File: src/rtl/seq_det_pkg.sv
// Shared types and helpers for the programmable serial pattern detector.
package seq_det_pkg;

  typedef enum logic {
    UNCFG = 1'b0,
    RUN   = 1'b1
  } state_t;

  // Width needed to hold a pattern length from 0 up to max_len inclusive.
  function automatic int calc_len_w(input int max_len);
    return $clog2(max_len + 1);
  endfunction

  localparam int DEF_MAX_LEN = 8;
  localparam int DEF_LEN_W   = calc_len_w(DEF_MAX_LEN);

endpackage

File: src/rtl/seq_det_hist.sv
// Bit history shift register with a saturating count of valid bits held.
module seq_det_hist #(
  parameter int MAX_LEN = 8,
  parameter int LEN_W   = 4
) (
  input  logic               clk,
  input  logic               rst_n,
  input  logic               clr,
  input  logic               shift,
  input  logic               fill_clr,
  input  logic               x,
  output logic [MAX_LEN-1:0] hist_nxt,
  output logic [LEN_W-1:0]   fill_nxt
);

  localparam logic [LEN_W-1:0] FILL_MAX = LEN_W'(MAX_LEN);

  logic [MAX_LEN-1:0] hist_reg;
  logic [LEN_W-1:0]   fill_reg;

  // Look-ahead values let the caller compare against the bit being shifted in now.
  assign hist_nxt = shift ? {hist_reg[MAX_LEN-2:0], x} : hist_reg;
  assign fill_nxt = !shift                ? fill_reg :
                    (fill_reg == FILL_MAX) ? FILL_MAX : fill_reg + LEN_W'(1);

  always_ff @(posedge clk or negedge rst_n) begin
    if (!rst_n) begin
      hist_reg <= '0;
      fill_reg <= '0;
    end else if (clr) begin
      hist_reg <= '0;
      fill_reg <= '0;
    end else begin
      hist_reg <= hist_nxt;
      fill_reg <= fill_clr ? '0 : fill_nxt;
    end
  end

endmodule

File: src/rtl/seq_det_param.sv
// Runtime-programmable serial bit-pattern detector with registered match pulse.
// Optional saturating match counter is built when SEQ_DET_CNT_EN is defined.
module seq_det_param
  import seq_det_pkg::*;
#(
  parameter int MAX_LEN = 8,
  parameter int LEN_W   = calc_len_w(MAX_LEN),
  parameter int CNT_W   = 8
) (
  input  logic               clk,
  input  logic               rst_n,
  input  logic               cfg_load,
  input  logic [MAX_LEN-1:0] cfg_pattern,
  input  logic [LEN_W-1:0]   cfg_len,
  input  logic               cfg_overlap,
  input  logic               x_valid,
  input  logic               x,
  output logic               z,
  output logic               armed,
  output logic               cfg_err,
  output logic [CNT_W-1:0]   match_count
);

  state_t             state_reg, state_next;
  logic [MAX_LEN-1:0] pat_reg;
  logic [LEN_W-1:0]   len_reg;
  logic               ovl_reg;
  logic               z_reg;
  logic               err_reg;

  logic               len_ok;
  logic               shift;
  logic               hit;
  logic [MAX_LEN-1:0] hist_nxt;
  logic [MAX_LEN-1:0] eq;
  logic [LEN_W-1:0]   fill_nxt;

  assign len_ok = (cfg_len != '0) && (cfg_len <= LEN_W'(MAX_LEN));
  // A config load takes priority over the data bit presented in the same cycle.
  assign shift  = (state_reg == RUN) && x_valid && !cfg_load;

  seq_det_hist #(
    .MAX_LEN(MAX_LEN),
    .LEN_W  (LEN_W)
  ) u_hist (
    .clk     (clk),
    .rst_n   (rst_n),
    .clr     (cfg_load),
    .shift   (shift),
    .fill_clr(hit && !ovl_reg),
    .x       (x),
    .hist_nxt(hist_nxt),
    .fill_nxt(fill_nxt)
  );

  // Bits at or above the programmed length always compare equal.
  genvar gi;
  generate
    for (gi = 0; gi < MAX_LEN; gi++) begin : g_cmp
      assign eq[gi] = (LEN_W'(gi) >= len_reg) || (hist_nxt[gi] == pat_reg[gi]);
    end
  endgenerate

  assign hit = shift && (fill_nxt >= len_reg) && (&eq);

  always_comb begin
    state_next = state_reg;
    if (cfg_load) begin
      state_next = len_ok ? RUN : UNCFG;
    end
  end

  always_ff @(posedge clk or negedge rst_n) begin
    if (!rst_n) begin
      state_reg <= UNCFG;
    end else begin
      state_reg <= state_next;
    end
  end

  always_ff @(posedge clk or negedge rst_n) begin
    if (!rst_n) begin
      pat_reg <= '0;
      len_reg <= '0;
      ovl_reg <= 1'b0;
      z_reg   <= 1'b0;
      err_reg <= 1'b0;
    end else begin
      z_reg <= hit;
      if (cfg_load) begin
        pat_reg <= cfg_pattern;
        len_reg <= cfg_len;
        ovl_reg <= cfg_overlap;
        err_reg <= !len_ok;
      end
    end
  end

  assign z       = z_reg;
  assign armed   = (state_reg == RUN);
  assign cfg_err = err_reg;

`ifdef SEQ_DET_CNT_EN
  logic [CNT_W-1:0] cnt_reg;

  always_ff @(posedge clk or negedge rst_n) begin
    if (!rst_n) begin
      cnt_reg <= '0;
    end else if (cfg_load) begin
      cnt_reg <= '0;
    end else if (hit && (cnt_reg != '1)) begin
      cnt_reg <= cnt_reg + CNT_W'(1);
    end
  end

  assign match_count = cnt_reg;
`else
  assign match_count = '0;
`endif

endmodule
File: config.mk
export PLATFORM = sky130hd
export DESIGN_NAME = seq_det_param
export DESIGN_NICKNAME = d
export VERILOG_FILES = /design/src/rtl/seq_det_pkg.sv /design/src/rtl/seq_det_hist.sv /design/src/rtl/seq_det_param.sv
export SDC_FILE = /design/constraint.sdc
export NUM_CORES = 1
export LEC_CHECK = 0
export ABC_AREA = 1
export BUFFER_PORTS_ARGS = -buffer_cell sky130_fd_sc_hd__buf_2
export CAP_MARGIN = 30
export CORE_MARGIN = 1.5
export CORE_UTILIZATION = 55
export DETAILED_ROUTE_END_ITERATION = 8
export PLACE_DENSITY = 0.79
export SYNTH_ARGS = -nofsm -noshare
export SYNTH_HDL_FRONTEND = slang
export SYNTH_SLANG_ARGS = --single-unit
File: constraint.sdc
create_clock -name clk -period 2.5 [get_ports clk]
set_input_delay 0.125 -clock clk [delete_from_list [all_inputs] [get_ports clk]]
set_output_delay 0.125 -clock clk [all_outputs]
set_load 0.02 [all_outputs]
==> metrics list, run 1 <==
- Setup repair after global routing missed its margin: no
- Root buffer selected by CTS: sky130_fd_sc_hd__clkbuf_4
* Drt total wl: roughly 3200 um
- Leakage Power: 0.980 nW
- Input and output buffers added on the ports amount to 20.
- TritonCTS Sinks: 28
- DPL Wire Length: roughly 2400 um
* Max Slew Vio Count: 0
- Layout Area Growth over Synthesis: 10.2%
- Kind of end point of the critical path: flop
- Worst rel slew slack: 0.591
- Reg2Reg Depth: 14
- Synth unique cells: 30
* Launch point of the worst hold path: cfg_pattern[5]
- The die is 58.2 um tall.
- The final number of hold-violating endpoints was 0.
- GRT Overall Usage: 0.219
- CTS tree: done
- Counting the fill cells in the layout gives 250.
- Part of the Yosys area used for sequential elements: 0.419
- STA classifies the critical path startpoint as a flop.
- N_diodes: 0
* Pre-CTS WS: 375 ps
* Class of the most critical setup path: reg -> reg
- For this run, the slowest stage of the critical path takes 470 ps.
* First-pass detailed-route iteration total: 7
- For flop-to-flop paths, the worst setup slack is about 340 ps.
- TNS Setup: 0 ps
* Fraction of post-synthesis cell area in the top cell type by area: 0.419
- Synthesis inferred 28 register bits.
- The first routing iteration left 43 violations.
* Site row count: 19
* Worst-case vdd ir drop: approximately 300 uV
- At the worst endpoint, the required time is 2730 ps.
- The signal on the critical path passes through nand2_2 -> nor2_8 -> nor2_1 -> nor3_1 -> inv_1 -> ha_1 -> o21bai_1 -> nand3_1 -> nand3_1 -> nand2_1 -> nor2_2 -> nand3_2 -> nor2_4 -> nor2_1.
- Number of global-route vias before repair: 1327
- At the pin with the least slew margin, the transition time is roughly 600 ps.
- Count of synthesis-stage warnings from yosys: 0
- For this block, the via count after detailed routing is approximately 1400.
* Ratio of total power to cell area: between 400 and 500 nW/um^2
- The initial antenna violation count was 0.
- Most instantiated cells after synthesis: sky130_fd_sc_hd__nand2_1, sky130_fd_sc_hd__dfrtp_1, sky130_fd_sc_hd__nand3_1
- The number of buffers and inverters on the critical path is 1.
- Share of synthesized flip-flops with an asynchronous set or reset: 1.00
- R2R Path Start: armed$_DFFE_PN0P_
- The congestion estimate from routability-driven global placement came to 0.837.
* Cell count of the worst hold path: 3
- Final setup violating endpoints: 0
- Once the clock tree was built, the resizer swapped 0 gates to a different size.
- Min Clock Period, post-route: 2160 ps
- Layout Nets: 257
- Mapped Area: 1670 um^2
* Total power after layout: 888 uW
* Post-route fraction of the period consumed by the critical path: 0.865
- Average instance area after synthesis: 8.13 um^2
* Setup ws final: between 300 and 400 ps
- Library cell contributing the largest single delay on the critical path: sky130_fd_sc_hd__dfrtp_1
- R2r endpoint: u_hist.fill_reg[1]$_DFF_PN0_
- Clock-pin slew was measured on the worst setup and hold paths at 150 ps.
- The floorplan step defined a die boundary enclosing approximately 3400 um^2.
- CTS built an H-tree with a depth of 1.
- The total area inside the core boundary comes to 2830 um^2.
- 29 I/O pins were placed.
- EDFF count, synth: 0
- The checks that failed: DRC.
- Max Fclk: 0.463 GHz
* Cells after synthesis: 206
- In the post-synthesis netlist, the biggest area contributors are sky130_fd_sc_hd__dfrtp_1, sky130_fd_sc_hd__nand2_1, sky130_fd_sc_hd__nand3_1, sky130_fd_sc_hd__ha_1, sky130_fd_sc_hd__o21ai_0.
- Number of buffers between clock root and the deepest sink: 2
- DR DRC count: 1
- Fraction of final layout cells with drive strength greater than 1: 0.164
- By instance count, the leading cell after synthesis is sky130_fd_sc_hd__nand2_1.
- The first global-routing pass estimated 5670 um of wire.
- Max capacitance violation total: 0
* X dimension of the die: 58.2 um
- Result of the run: complete, but fails checks
- Min-delay worst type: in -> reg
* Detailed-route wire length per cell: ~12 um
- Source-to-sink clock delay at the later pin of the worst-skew pair: 320 ps
- For this configuration, the core starts out at a cell density of 0.592.
- Most common flop cell mapped by yosys: sky130_fd_sc_hd__dfrtp_1
- Number of buffers created by CTS: 3
* Family of cells with the greatest summed delay on the critical path: simple AND/OR/NAND/NOR gates
- The count of nets left with antenna violations once routing finished came out at 0.
- Setup Skew: 1.96 ps
- sky130_fd_sc_hd__dfrtp_1 takes more of the synthesized area than any other cell.
* Pin count of the biggest net entering global routing: 35
- For hold timing, the worst endpoint is pat_reg[5]$_DFFE_PN0P_.
* GRT overflow: 0
* Data arrival time of the worst path: 2400 ps
- Of all nets on the critical path, the largest fanout is 8.
- Using the TritonRoute via totals, the vias-per-cell ratio works out to 5.24.
[metal layers]
layer  GRT usage  vias up  part of all wire
met3      0.0290        6             0.042
met1       0.281      629              0.46
li1            -      703                 -
met4      0.0831        0             0.021
met2       0.375       41              0.48
met5           0        -                 0
[power breakdown]
group,leakage [nW],switching [mW],internal (mW)
logic,0.597,0.112,0.0627
registers,0.362,0.0175,0.477
clock network,0.0210,0.129,0.0891
[layout by cell type (no fill, tap or decap), types with 2 or more instances in the layout]
master                          count
sky130_fd_sc_hd__nand2_1           60
sky130_fd_sc_hd__dfrtp_1           28
sky130_fd_sc_hd__nand3_1           21
sky130_fd_sc_hd__buf_2             20
sky130_fd_sc_hd__inv_1             19
sky130_fd_sc_hd__o21ai_0           15
sky130_fd_sc_hd__nor2_1            10
sky130_fd_sc_hd__a21oi_1            9
sky130_fd_sc_hd__conb_1             8
sky130_fd_sc_hd__dlygate4sd3_1      8
sky130_fd_sc_hd__ha_1               6
sky130_fd_sc_hd__nand4_1            3
sky130_fd_sc_hd__clkbuf_4           3
sky130_fd_sc_hd__nand2_2            2
sky130_fd_sc_hd__nand4_2            2
sky130_fd_sc_hd__nor2_2             2
sky130_fd_sc_hd__buf_4              2
[cells by family (layout without fill, tap and decap cells)]
kind of cell               count (synthesis)  after routing  share of synthesized area
xor gates and xnor gates                   2              2                     0.0105
other                                      1              8                    0.00224
adders and majority gates                  6              6                     0.0448
buffers and inverters                     35             54                      0.123
and+or+nand+nor                          107            107                      0.316
DFF                                       28             28                      0.419
AOI/OAI and AO/OA                         27             27                     0.0852
[worst min-delay path, delay by kind of cell]
kind / cells / cell delay, ps
buf+inv: 1 / 70
compound gates: 1 / 60
simple gates: 1 / 40
[per-stage QoR]
| stage | instance area (um^2) | utilization | hold slack, ps | std cells |
|---|---|---|---|---|
| 6_report | 1850 | 0.652 | 8.96 | 263 |
| 5_1_grt | 1850 | 0.652 | 16.0 | 263 |
| 4_1_cts | 1840 | 0.649 | 9.84 | 262 |
| 3_5_place_dp | 1730 | 0.611 | 173 | 251 |
| 3_3_place_gp | 1730 | 0.611 | 170 | 251 |
| 2_1_floorplan | 1700 | - | -171 | 213 |
[repair_timing]
action / 4_1_cts / 5_1_grt
setup endpoints to repair: 0 / 0
buffers inserted: 0 / 0
hold buffers: 7 / 1
endpoints found under the hold margin: 34 / 1
[worst max-delay path by stage]
| stage | from | to | slack (ps) | depth (start not counted) |
|---|---|---|---|---|
| 4_1_cts | armed$_DFFE_PN0P_ | u_hist.fill_reg[1]$_DFF_PN0_ | 360 | 14 |
| 3_5_place_dp | armed$_DFFE_PN0P_ | u_hist.fill_reg[1]$_DFF_PN0_ | 370 | 14 |
| 2_1_floorplan | armed$_DFFE_PN0P_ | u_hist.fill_reg[0]$_DFF_PN0_ | 400 | 15 |
| 3_3_place_gp | armed$_DFFE_PN0P_ | u_hist.fill_reg[1]$_DFF_PN0_ | 400 | 14 |
| 5_1_grt | armed$_DFFE_PN0P_ | u_hist.fill_reg[1]$_DFF_PN0_ | 110 | 14 |
| 6_report | armed$_DFFE_PN0P_ | u_hist.fill_reg[1]$_DFF_PN0_ | 340 | 14 |
[final cells by class]
| class | count | area, um^2 | area share |
|---|---|---|---|
| flip-flops and latches | 28 | 701 | 0.380 |
| clock buffers | 4 | 36.3 | 0.0197 |
| well taps | 31 | 38.8 | 0.0210 |
| inverters | 20 | 80.1 | 0.0434 |
| repair buffers | 30 | 195 | 0.106 |
| multi-input cells | 150 | 795 | 0.431 |
Power figures use the tool's default switching activity.
==> inputs of run 2 (changes only) <==
==> constraint.sdc (replaced) <==
create_clock -name clk -period 2.8 [get_ports clk]
set_input_delay 0.14 -clock clk [delete_from_list [all_inputs] [get_ports clk]]
set_output_delay 0.14 -clock clk [all_outputs]
set_load 0.02 [all_outputs]
==> run 2 against run 1 <==
Against the previous run:
- the run now ends clean
- global-route usage is 0.13 points lower
- sequential power is 10% lower
- via count down 0.36%
- critical path depth down 2
- critical path type unchanged
==> metrics list, run 2 (synthesized netlist as in run 1, its figures left out) <==
- Result of the run: finished, final reports clean (was complete, but fails checks)
- Core area: 2830 um^2 (unchanged)
* Count of input and output buffers: 20 (unchanged)
- The total track usage was 0.217 (was 0.219).
- The buffers plus inverters on the worst setup path was 0 (was 1).
- Max Slew Vio Count: 0 (unchanged)
* TNS Setup: 0 ps (unchanged)
- Register Area: 701 um^2 (unchanged)
* Maximum fanout along the worst path: 10 (was 8)
- Worst-margin pin slew: 611 ps (was 614 ps)
- The maximum clock frequency came to 0.425 GHz (was 0.463 GHz).
* I/O Pins: 29 (unchanged)
- Starting density of the core: 0.592 (unchanged)
* Kind of end point of the critical path: flop (unchanged)
- Number of buffers inserted for hold repair after clock tree synthesis: 5 (was 7)
- The via count normalized by instance count came to 5.28 (was 5.24).
- The buffer depth of the longest clock path is 2 (unchanged).
* Setup Skew: 9.23 ps (was 1.96 ps)
* Leading cell types in the layout, fill and taps excluded: sky130_fd_sc_hd__nand2_1, sky130_fd_sc_hd__dfrtp_1, sky130_fd_sc_hd__nand3_1, sky130_fd_sc_hd__buf_2, sky130_fd_sc_hd__inv_1 (unchanged)
* Peak per-stage delay on the critical path: 620 ps (was 470 ps)
* Max capacitance violation total: 0 (unchanged)
- Ratio of total power to cell area: 469 nW/um^2 (was 481 nW/um^2)
* Detailed-route wire length per cell: 12.3 um (about the same)
- Startpoint type of the worst setup path: flop (unchanged)
- The maximum level of the CTS H-tree came to 1 (unchanged).
- Source-to-sink clock delay at the later pin of the worst-skew pair: 340 ps (was 320 ps)
- Fillers: 248 (was 250)
* Family of cells with the greatest summed delay on the critical path: simple AND/OR/NAND/NOR gates (unchanged)
- X dimension of the die: 58.2 um (unchanged)
* Pin count of the biggest net entering global routing: 36 (was 35)
* GRT overflow: 0 (unchanged)
- Register share of total power: 0.515 (was 0.557)
* Number of buffers created by CTS: 3 (unchanged)
- Pint: 623 uW (was 629 uW)
* Iteration-0 DRC count of the detailed router: 58 (was 43)
* Worst-case vdd ir drop: 284 uV (was 301 uV)
* Most frequent standard cell in the layout excluding fill and tap cells: sky130_fd_sc_hd__nand2_1 (unchanged)
- Site row count: 19 (unchanged)
- Initial antenna violation count: 0 (unchanged)
* Library cell contributing the largest single delay on the critical path: sky130_fd_sc_hd__dfrtp_1 (unchanged)
- The post-DP HPWL came to 2360 um (was 2400 um).
* Final hold slack: 2.87 ps (was 8.96 ps)
- The net switching fraction of the power is 0.276 (was 0.292).
- Wire length of the first global-routing pass: 5670 um (unchanged)
* Clock-pin slew on the worst setup and hold paths: 160 ps (was 150 ps)
- CTS tree: done (unchanged)
* Antenna viol nets, final: 0 (unchanged)
- The final number of hold-violating endpoints was 0 (unchanged).
- The vertical extent of the die came to 58.2 um (unchanged).
* Layout Nets: 254 (was 257)
- The switching component of the power was 238 uW (was 259 uW).
* Routability congestion estimate: 0.869 (was 0.837)
- N_diodes: 0 (unchanged)
- Total power after layout: 861 uW (was 888 uW)
- The arrival time reported for the critical path endpoint was 2610 ps (was 2400 ps).
* Layout Area Growth over Synthesis: 9.57% (was 10.2%)
- The number of DRC violations after detailed routing was 0 (was 1).
* Pre-CTS WS: 449 ps (was 375 ps)
- Leakage Power: 0.974 nW (was 0.980 nW)
* Area of combinational cells with multiple inputs: 795 um^2 (unchanged)
- The ratio of cells with drive above 1 in the final layout is 0.162 (was 0.164).
* Root buffer selected by CTS: sky130_fd_sc_hd__clkbuf_4 (unchanged)
* Setup ws final: 446 ps (was 338 ps)
* Number of setup buffers added after CTS: 0 (unchanged)
- The number of cells upsized or downsized after cts came to 0 (unchanged).
* Die Area: 3380 um^2 (unchanged)
- Drt total wl: 3200 um (was 3250 um)
- Worst rel slew slack: 0.593 (was 0.591)
- Post-route fraction of the period consumed by the critical path: 0.841 (was 0.865)
* Clock network fraction of total power: 0.314 (was 0.246)
- Number of global-route vias before repair: 1295 (was 1327)
* Final setup violating endpoints: 0 (unchanged)
- Combinational power share: 0.171 (was 0.197)
- Min-delay worst type: in -> reg (unchanged)
- The post-route minimum period is 2350 ps (was 2160 ps).
* Vias: 1374 (was 1379)
- Setup repair after global routing missed its margin: no (unchanged).
* Data required time of the critical path: 3050 ps (was 2730 ps)
- The total iterations of the first detailed-routing run is 6 (was 7).
- The critical path start-end classification is reg -> reg (unchanged).
- Worst-path cell chain: nand3_4 -> nor2_1 -> nand3_1 -> xnor2_1 -> ha_1 -> nand4_1 -> nand3_1 -> nand2_1 -> nor2_2 -> nand3_2 -> nor2_4 -> nor2_1 (was nand2_2 -> nor2_8 -> nor2_1 -> nor3_1 -> inv_1 -> ha_1 -> o21bai_1 -> nand3_1 -> nand3_1 -> nand2_1 -> nor2_2 -> nand3_2 -> nor2_4 -> nor2_1).
- The number of clock sinks seen by CTS is 28 (unchanged).
==> run 2: cell types whose count changed in the layout (fill, tap and decap cells not counted) <==
cell                            before  now
sky130_fd_sc_hd__bufinv_16           0    1
sky130_fd_sc_hd__buf_4               2    1
sky130_fd_sc_hd__dlygate4sd3_1       8    6
sky130_fd_sc_hd__clkbuf_8            1    0
==> run 2: cell type report <==
| class | count | area share |
|---|---|---|
| timing repair buffer | 27 | 0.0914 |
| clock buffer | 3 | 0.0123 |
| multi-input combinational | 150 | 0.433 |
| inverter | 20 | 0.0437 |
| sequential | 28 | 0.382 |
| clock inverter | 1 | 0.0164 |
| tap | 31 | 0.0211 |
==> run 2: power by group through the flow <==
stage / sequential, mW / combinational [mW] / clock [mW]
final: 0.444 / 0.147 / 0.270
after global routing: 0.447 / 0.169 / 0.288
after CTS: 0.444 / 0.147 / 0.275
after detailed placement: 0.451 / 0.142 / 0
after global placement: 0.451 / 0.139 / 0
after floorplan: 0.449 / 0.116 / 0
==> run 2: per-layer routing <==
| layer | routed length [um] | GRT usage | part of all wire | vias up |
|---|---|---|---|---|
| li1 | - | - | - | 699 |
| met1 | 1540 | 0.309 | 0.48 | 641 |
| met2 | 1500 | 0.349 | 0.47 | 29 |
| met3 | 96 | 0.0156 | 0.030 | 5 |
| met4 | 53 | 0.0831 | 0.017 | 0 |
| met5 | 0 | 0 | 0 | - |
==> run 2: path summary, 6_finish.rpt <==
check | start | endpoint | slack, ps | depth (start not counted)
worst max-delay path | armed$_DFFE_PN0P_ | u_hist.fill_reg[1]$_DFF_PN0_ | 450 | 12
worst min-delay path | cfg_pattern[1] | pat_reg[1]$_DFFE_PN0P_ | 3 | 3
worst max register to register | armed$_DFFE_PN0P_ | u_hist.fill_reg[1]$_DFF_PN0_ | 450 | 12
worst min register to register | cfg_err$_DFFE_PN0P_ | cfg_err$_DFFE_PN0P_ | 490 | 1
max in group asynchronous | rst_n | armed$_DFFE_PN0P_ | 2080 | 2
min in group asynchronous | rst_n | u_hist.hist_reg[4]$_DFF_PN0_ | 330 | 2
==> run 2: per-stage QoR <==
stage / cells / instance area [um^2] / utilization
floorplan: 213 / 1700 / -
global placement: 250 / 1720 / 0.609
detailed placement: 250 / 1720 / 0.609
CTS: 259 / 1820 / 0.645
global route: 260 / 1830 / 0.648
finish: 260 / 1830 / 0.648
==> run 2: worst reg2reg max path, delay by kind of cell, from the launching register on <==
family | cells | cell delay, ps
adders and majority gates | 1 | 330
xor gates and xnor gates | 1 | 180
and+or+nand+nor | 10 | 1140
DFF | 1 | 620
==> inputs of run 3 (changes only) <==
--- a/config.mk
+++ b/config.mk
@@ -5,13 +5,13 @@
 export SDC_FILE = /design/constraint.sdc
 export NUM_CORES = 1
 export LEC_CHECK = 0
-export ABC_AREA = 1
+export ABC_AREA = 0
 export BUFFER_PORTS_ARGS = -buffer_cell sky130_fd_sc_hd__buf_2
 export CAP_MARGIN = 30
 export CORE_MARGIN = 1.5
-export CORE_UTILIZATION = 55
+export CORE_UTILIZATION = 49
 export DETAILED_ROUTE_END_ITERATION = 8
-export PLACE_DENSITY = 0.79
+export PLACE_DENSITY = 0.75
 export SYNTH_ARGS = -nofsm -noshare
 export SYNTH_HDL_FRONTEND = slang
 export SYNTH_SLANG_ARGS = --single-unit
==> constraint.sdc (replaced) <==
create_clock -name clk -period 2.1 [get_ports clk]
set_input_delay 0.105 -clock clk [delete_from_list [all_inputs] [get_ports clk]]
set_output_delay 0.105 -clock clk [all_outputs]
set_load 0.02 [all_outputs]
==> run 3 against run 2 <==
Against the previous run:
- utilization up 0.78 points
- highest routed layer unchanged
- combinational power up 75%
- total power up 24%
- clock skew down 5.2 ps
- the flow now finishes with violations (hold timing, setup timing)
- via count down 9.3%
- area after synthesis down 8.1%
- global-route usage down 1.3 points
==> metrics list, run 3 <==
- Number of buffers created by CTS: 3 (unchanged)
* Count of input and output buffers: 20 (unchanged)
- Share of synthesized flip-flops with an asynchronous set or reset: 1.00 (unchanged)
* Leading cell types in the layout, fill and taps excluded: sky130_fd_sc_hd__dfrtp_1, sky130_fd_sc_hd__buf_4, sky130_fd_sc_hd__buf_2, sky130_fd_sc_hd__nand2_1, sky130_fd_sc_hd__a21oi_1 (was sky130_fd_sc_hd__nand2_1, sky130_fd_sc_hd__dfrtp_1, sky130_fd_sc_hd__nand3_1, sky130_fd_sc_hd__buf_2, sky130_fd_sc_hd__inv_1)
- The reg-to-reg setup timing slack is -240 ps (was 450 ps).
- The via count of the first global-routing pass was 1253 (was 1295).
- R2r endpoint: u_hist.fill_reg[0]$_DFF_PN0_ (was u_hist.fill_reg[1]$_DFF_PN0_)
- The vertical extent of the die came to 59.0 um (was 58.2 um).
* Pin count of the biggest net entering global routing: 31 (was 36)
- DPL Wire Length: 2260 um (was 2360 um)
* Routability congestion estimate: 0.889 (was 0.869)
* Worst-margin pin slew: 583 ps (was 611 ps)
- Start point of the critical path: u_hist.fill_reg[0]$_DFF_PN0_ (was armed$_DFFE_PN0P_)
- The sum of routed wire length over all layers came to 3300 um (was 3200 um).
- The total number of vias is 1246 (was 1374).
- The worst-path maximum fanout came to 4 (was 10).
* Instance area at placement: 1750 um^2 (was 1720 um^2)
- H-tree levels: 1 (unchanged)
* TritonCTS Sinks: 27 (was 28)
- The overall die area is 3490 um^2 (was 3380 um^2).
- Multiplexer share of the synthesized area: 0.106 (was 0)
* Startpoint type of the worst setup path: flop (unchanged)
- The antenna diode count was 0 (unchanged).
- Class of the most critical setup path: reg -> reg (unchanged)
- TNS Setup: -830 ps (was 0 ps)
- Iteration-0 DRC count of the detailed router: 21 (was 58)
* Finished Cell Area: 1990 um^2 (was 1830 um^2)
* Setup Skew: 4.06 ps (was 9.23 ps)
- The simple logic cell fraction of the synthesized area came to 0.150 (was 0.316).
- Part of the Yosys area used for sequential elements: 0.439 (was 0.419)
* Count of synthesis-stage warnings from yosys: 0 (unchanged)
- Final setup violating endpoints: 4 (was 0)
- DR DRC count: 0 (unchanged)
* Most frequently used cell type in the post-synthesis netlist: sky130_fd_sc_hd__dfrtp_1 (was sky130_fd_sc_hd__nand2_1)
- The portion of the clock cycle consumed by the worst path in the final layout is 1.12 (was 0.841).
- Most common flop cell mapped by yosys: sky130_fd_sc_hd__dfrtp_1 (unchanged)
- The relative slew slack is 0.611 (was 0.593).
* Antenna viol nets, final: 0 (unchanged)
* Max capacitance violation total: 0 (unchanged)
- The kind of path behind the tightest hold check is in -> reg (unchanged).
- The register with the most flip-flops in the layout has 8 of them.
* Complex-gate fraction of the synthesized area: 0.134 (was 0.0852)
- The final core utilization is 0.656 (was 0.648).
* Min Clock Period, post-route: 2340 ps (was 2350 ps)
* I/O Pins: 29 (unchanged)
* Detailed-route wire length per cell: 13.5 um (was 12.3 um)
* Area share of xor/xnor cells in the synthesized design: 0.0455 (was 0.0105)
- Final hold slack: -3.90 ps (was 2.87 ps)
- Average instance area after synthesis: 10.1 um^2 (was 8.13 um^2)
- Mapped Area: 1540 um^2 (was 1670 um^2)
* Core area: 3030 um^2 (was 2830 um^2)
- The clock latency of the later-clocked register in the worst-skew pair was 330 ps (was 340 ps).
- The total of flip-flops plus latches after synthesis was 27 (was 28).
* GRT overflow: 0 (unchanged)
* GRT Overall Usage: 0.205 (was 0.217)
- Cells after synthesis: 153 (was 206)
- # placed instances: 222 (was 250)
- Starting density of the core: 0.508 (was 0.592)
- Number of buffers between clock root and the deepest sink: 2 (unchanged)
- The leakage power of the design is 0.912 nW (was 0.974 nW).
- The maximum clock frequency was 0.427 GHz (was 0.425 GHz).
- The number of distinct standard cells referenced by the synthesized netlist came to 37 (was 30).
- Wire length of the first global-routing pass: 5520 um (was 5670 um)
- X dimension of the die: 59.0 um (was 58.2 um)
- Most area-consuming cells after synthesis: sky130_fd_sc_hd__dfrtp_1, sky130_fd_sc_hd__mux2_2, sky130_fd_sc_hd__ha_1, sky130_fd_sc_hd__nand2b_1, sky130_fd_sc_hd__buf_4 (was sky130_fd_sc_hd__dfrtp_1, sky130_fd_sc_hd__nand2_1, sky130_fd_sc_hd__nand3_1, sky130_fd_sc_hd__ha_1, sky130_fd_sc_hd__o21ai_0)
- The power per standard cell area was 538 nW/um^2 (was 469 nW/um^2).
* Data arrival time of the worst path: 2600 ps (was 2610 ps)
- The kind of end point of the critical path was a flop (unchanged).
* Layout Nets: 226 (was 254)
* EDFF count, synth: 0 (unchanged)
- The combinational family with the most area after synthesis was simple AND/OR/NAND/NOR gates (unchanged).
- The clock root buffer is sky130_fd_sc_hd__clkbuf_4 (unchanged).
- The launch point of the worst reg-to-reg path is u_hist.fill_reg[0]$_DFF_PN0_ (was armed$_DFFE_PN0P_).
- Site row count: 20 (was 19)
- The checks that failed: hold timing, setup timing.
* Setup ws final: -243 ps (was 446 ps)
- The via count normalized by instance count was 5.09 (was 5.28).
* Most area-hungry cell type in the Yosys netlist: sky130_fd_sc_hd__dfrtp_1 (unchanged)
- Data required time of the critical path: 2360 ps (was 3050 ps)
- The cell type of the slowest stage on the worst timing path is sky130_fd_sc_hd__dfrtp_1 (unchanged).
* Reg2Reg Depth: 11 (was 12)
- Arithmetic-cell share of the synthesized area counting full adders, half adders and majority gates: 0.0488 (was 0.0448)
- The top-area cell type share of the netlist area is 0.439 (was 0.419).
- Setup repair after global routing missed its margin: yes (was no).
* Non-filler cells, final: 245 (was 260)
- First-pass detailed-route iteration total: 4 (was 6)
- The clock-pin transition on the worst setup and hold timing paths was 150 ps (was 160 ps).
- Result of the run: complete, but fails checks (was finished, final reports clean).
- Max Slew Vio Count: 0 (unchanged)
* CTS tree: done (unchanged)
- Worst-case vdd ir drop: 493 uV (was 284 uV)
* Peak per-stage delay on the critical path: 410 ps (was 620 ps)
- Worst-path cell chain: buf_4 -> ha_2 -> nand2_2 -> mux2i_2 -> inv_1 -> ha_1 -> o21a_1 -> o22ai_2 -> nor4_2 -> and4b_2 -> a211oi_2 (was nand3_4 -> nor2_1 -> nand3_1 -> xnor2_1 -> ha_1 -> nand4_1 -> nand3_1 -> nand2_1 -> nor2_2 -> nand3_2 -> nor2_4 -> nor2_1)
- Most frequent standard cell in the layout excluding fill and tap cells: sky130_fd_sc_hd__dfrtp_1 (was sky130_fd_sc_hd__nand2_1)
- Layout Area Growth over Synthesis: 29.1% (was 9.57%)
- The initial antenna violation count was 0 (unchanged).
- The ratio of cells with drive above 1 in the final layout was 0.368 (was 0.162).
* Most instantiated cells after synthesis: sky130_fd_sc_hd__dfrtp_1, sky130_fd_sc_hd__nand2_1, sky130_fd_sc_hd__a21oi_1 (was sky130_fd_sc_hd__nand2_1, sky130_fd_sc_hd__dfrtp_1, sky130_fd_sc_hd__nand3_1)
- Final count of hold timing violations: 1 (was 0)
* Termination of the worst setup path: u_hist.fill_reg[0]$_DFF_PN0_ (was u_hist.fill_reg[1]$_DFF_PN0_)
-- run 3: cell types whose count changed after synthesis, sizes merged, moves of 10 or more --
cell    before  now
nand2       62   16
inv         20    8
mux2         0   10
nand2b       0   11
nand3       23    0
-- run 3: area by class of cell --
type	instances	area, um^2
fill	234	1040
inverter	8	30.0
sequential	27	677
tap	44	55.1
timing repair buffer	50	345
multi-input combinational	112	853
clock buffer	4	26.3
-- run 3: timing repair --
action / 4_1_cts / 5_1_grt
setup buffers: 8 / 3
hold endpoints to repair: 33 / 1
resized for setup: 13 / 3
setup endpoints to repair: 5 / 5
pin swaps: 4 / 4
hold buffers: 7 / 1
-- run 3: worst min path at each step --
stage	startpoint	end	slack, ps	cells after the start
after global placement	rst_n	u_hist.hist_reg[0]$_DFF_PN0_	130	1
after CTS	cfg_pattern[1]	pat_reg[1]$_DFFE_PN0P_	0.04	2
after detailed placement	rst_n	pat_reg[0]$_DFFE_PN0P_	140	1
after global routing	cfg_pattern[3]	pat_reg[3]$_DFFE_PN0P_	4	2
after floorplan	rst_n	armed$_DFFE_PN0P_	-190	0
final	cfg_pattern[0]	pat_reg[0]$_DFFE_PN0P_	-4	2
-- run 3: worst max-delay path, delay by kind of cell, from the launching register on --
| kind | cells | cell delay [ps] |
|---|---|---|
| flip-flops | 1 | 410 |
| buffers and inverters | 2 | 220 |
| multiplexers | 1 | 230 |
| AO/OA/AOI/OAI | 3 | 550 |
| AND/OR/NAND/NOR | 3 | 410 |
| adder cells (fa/ha/maj) | 2 | 440 |
-- run 3: metal layers --
metal	part of all wire	vias up	wire, um	GRT usage
met5	0	-	0	0
met1	0.41	587	1370	0.255
met4	0.028	0	93	0.0779
met2	0.51	36	1690	0.352
li1	-	611	-	-
met3	0.046	12	153	0.0371
-- run 3: power by group --
group	internal, mW	switching (mW)	leakage (nW)	total, mW
Clock	0.0745	0.157	0.0150	0.231
Sequential	0.551	0.0294	0.343	0.581
Combinational	0.129	0.127	0.554	0.257
-- run 3: cells by family after synthesis --
kind of cell / Yosys count
other cells: 1
mux: 15
fa+ha+maj: 6
xor+xnor: 8
flops: 27
simple gates: 42
buf+inv: 21
compound gates: 33
-- run 3: metrics by stage --
step	total power, mW	worst slack, ps
after floorplan	0.747	-313
after CTS	1.06	-206
final	1.07	-243
after global routing	1.11	-404
after detailed placement	0.812	-326
after global placement	0.802	-243
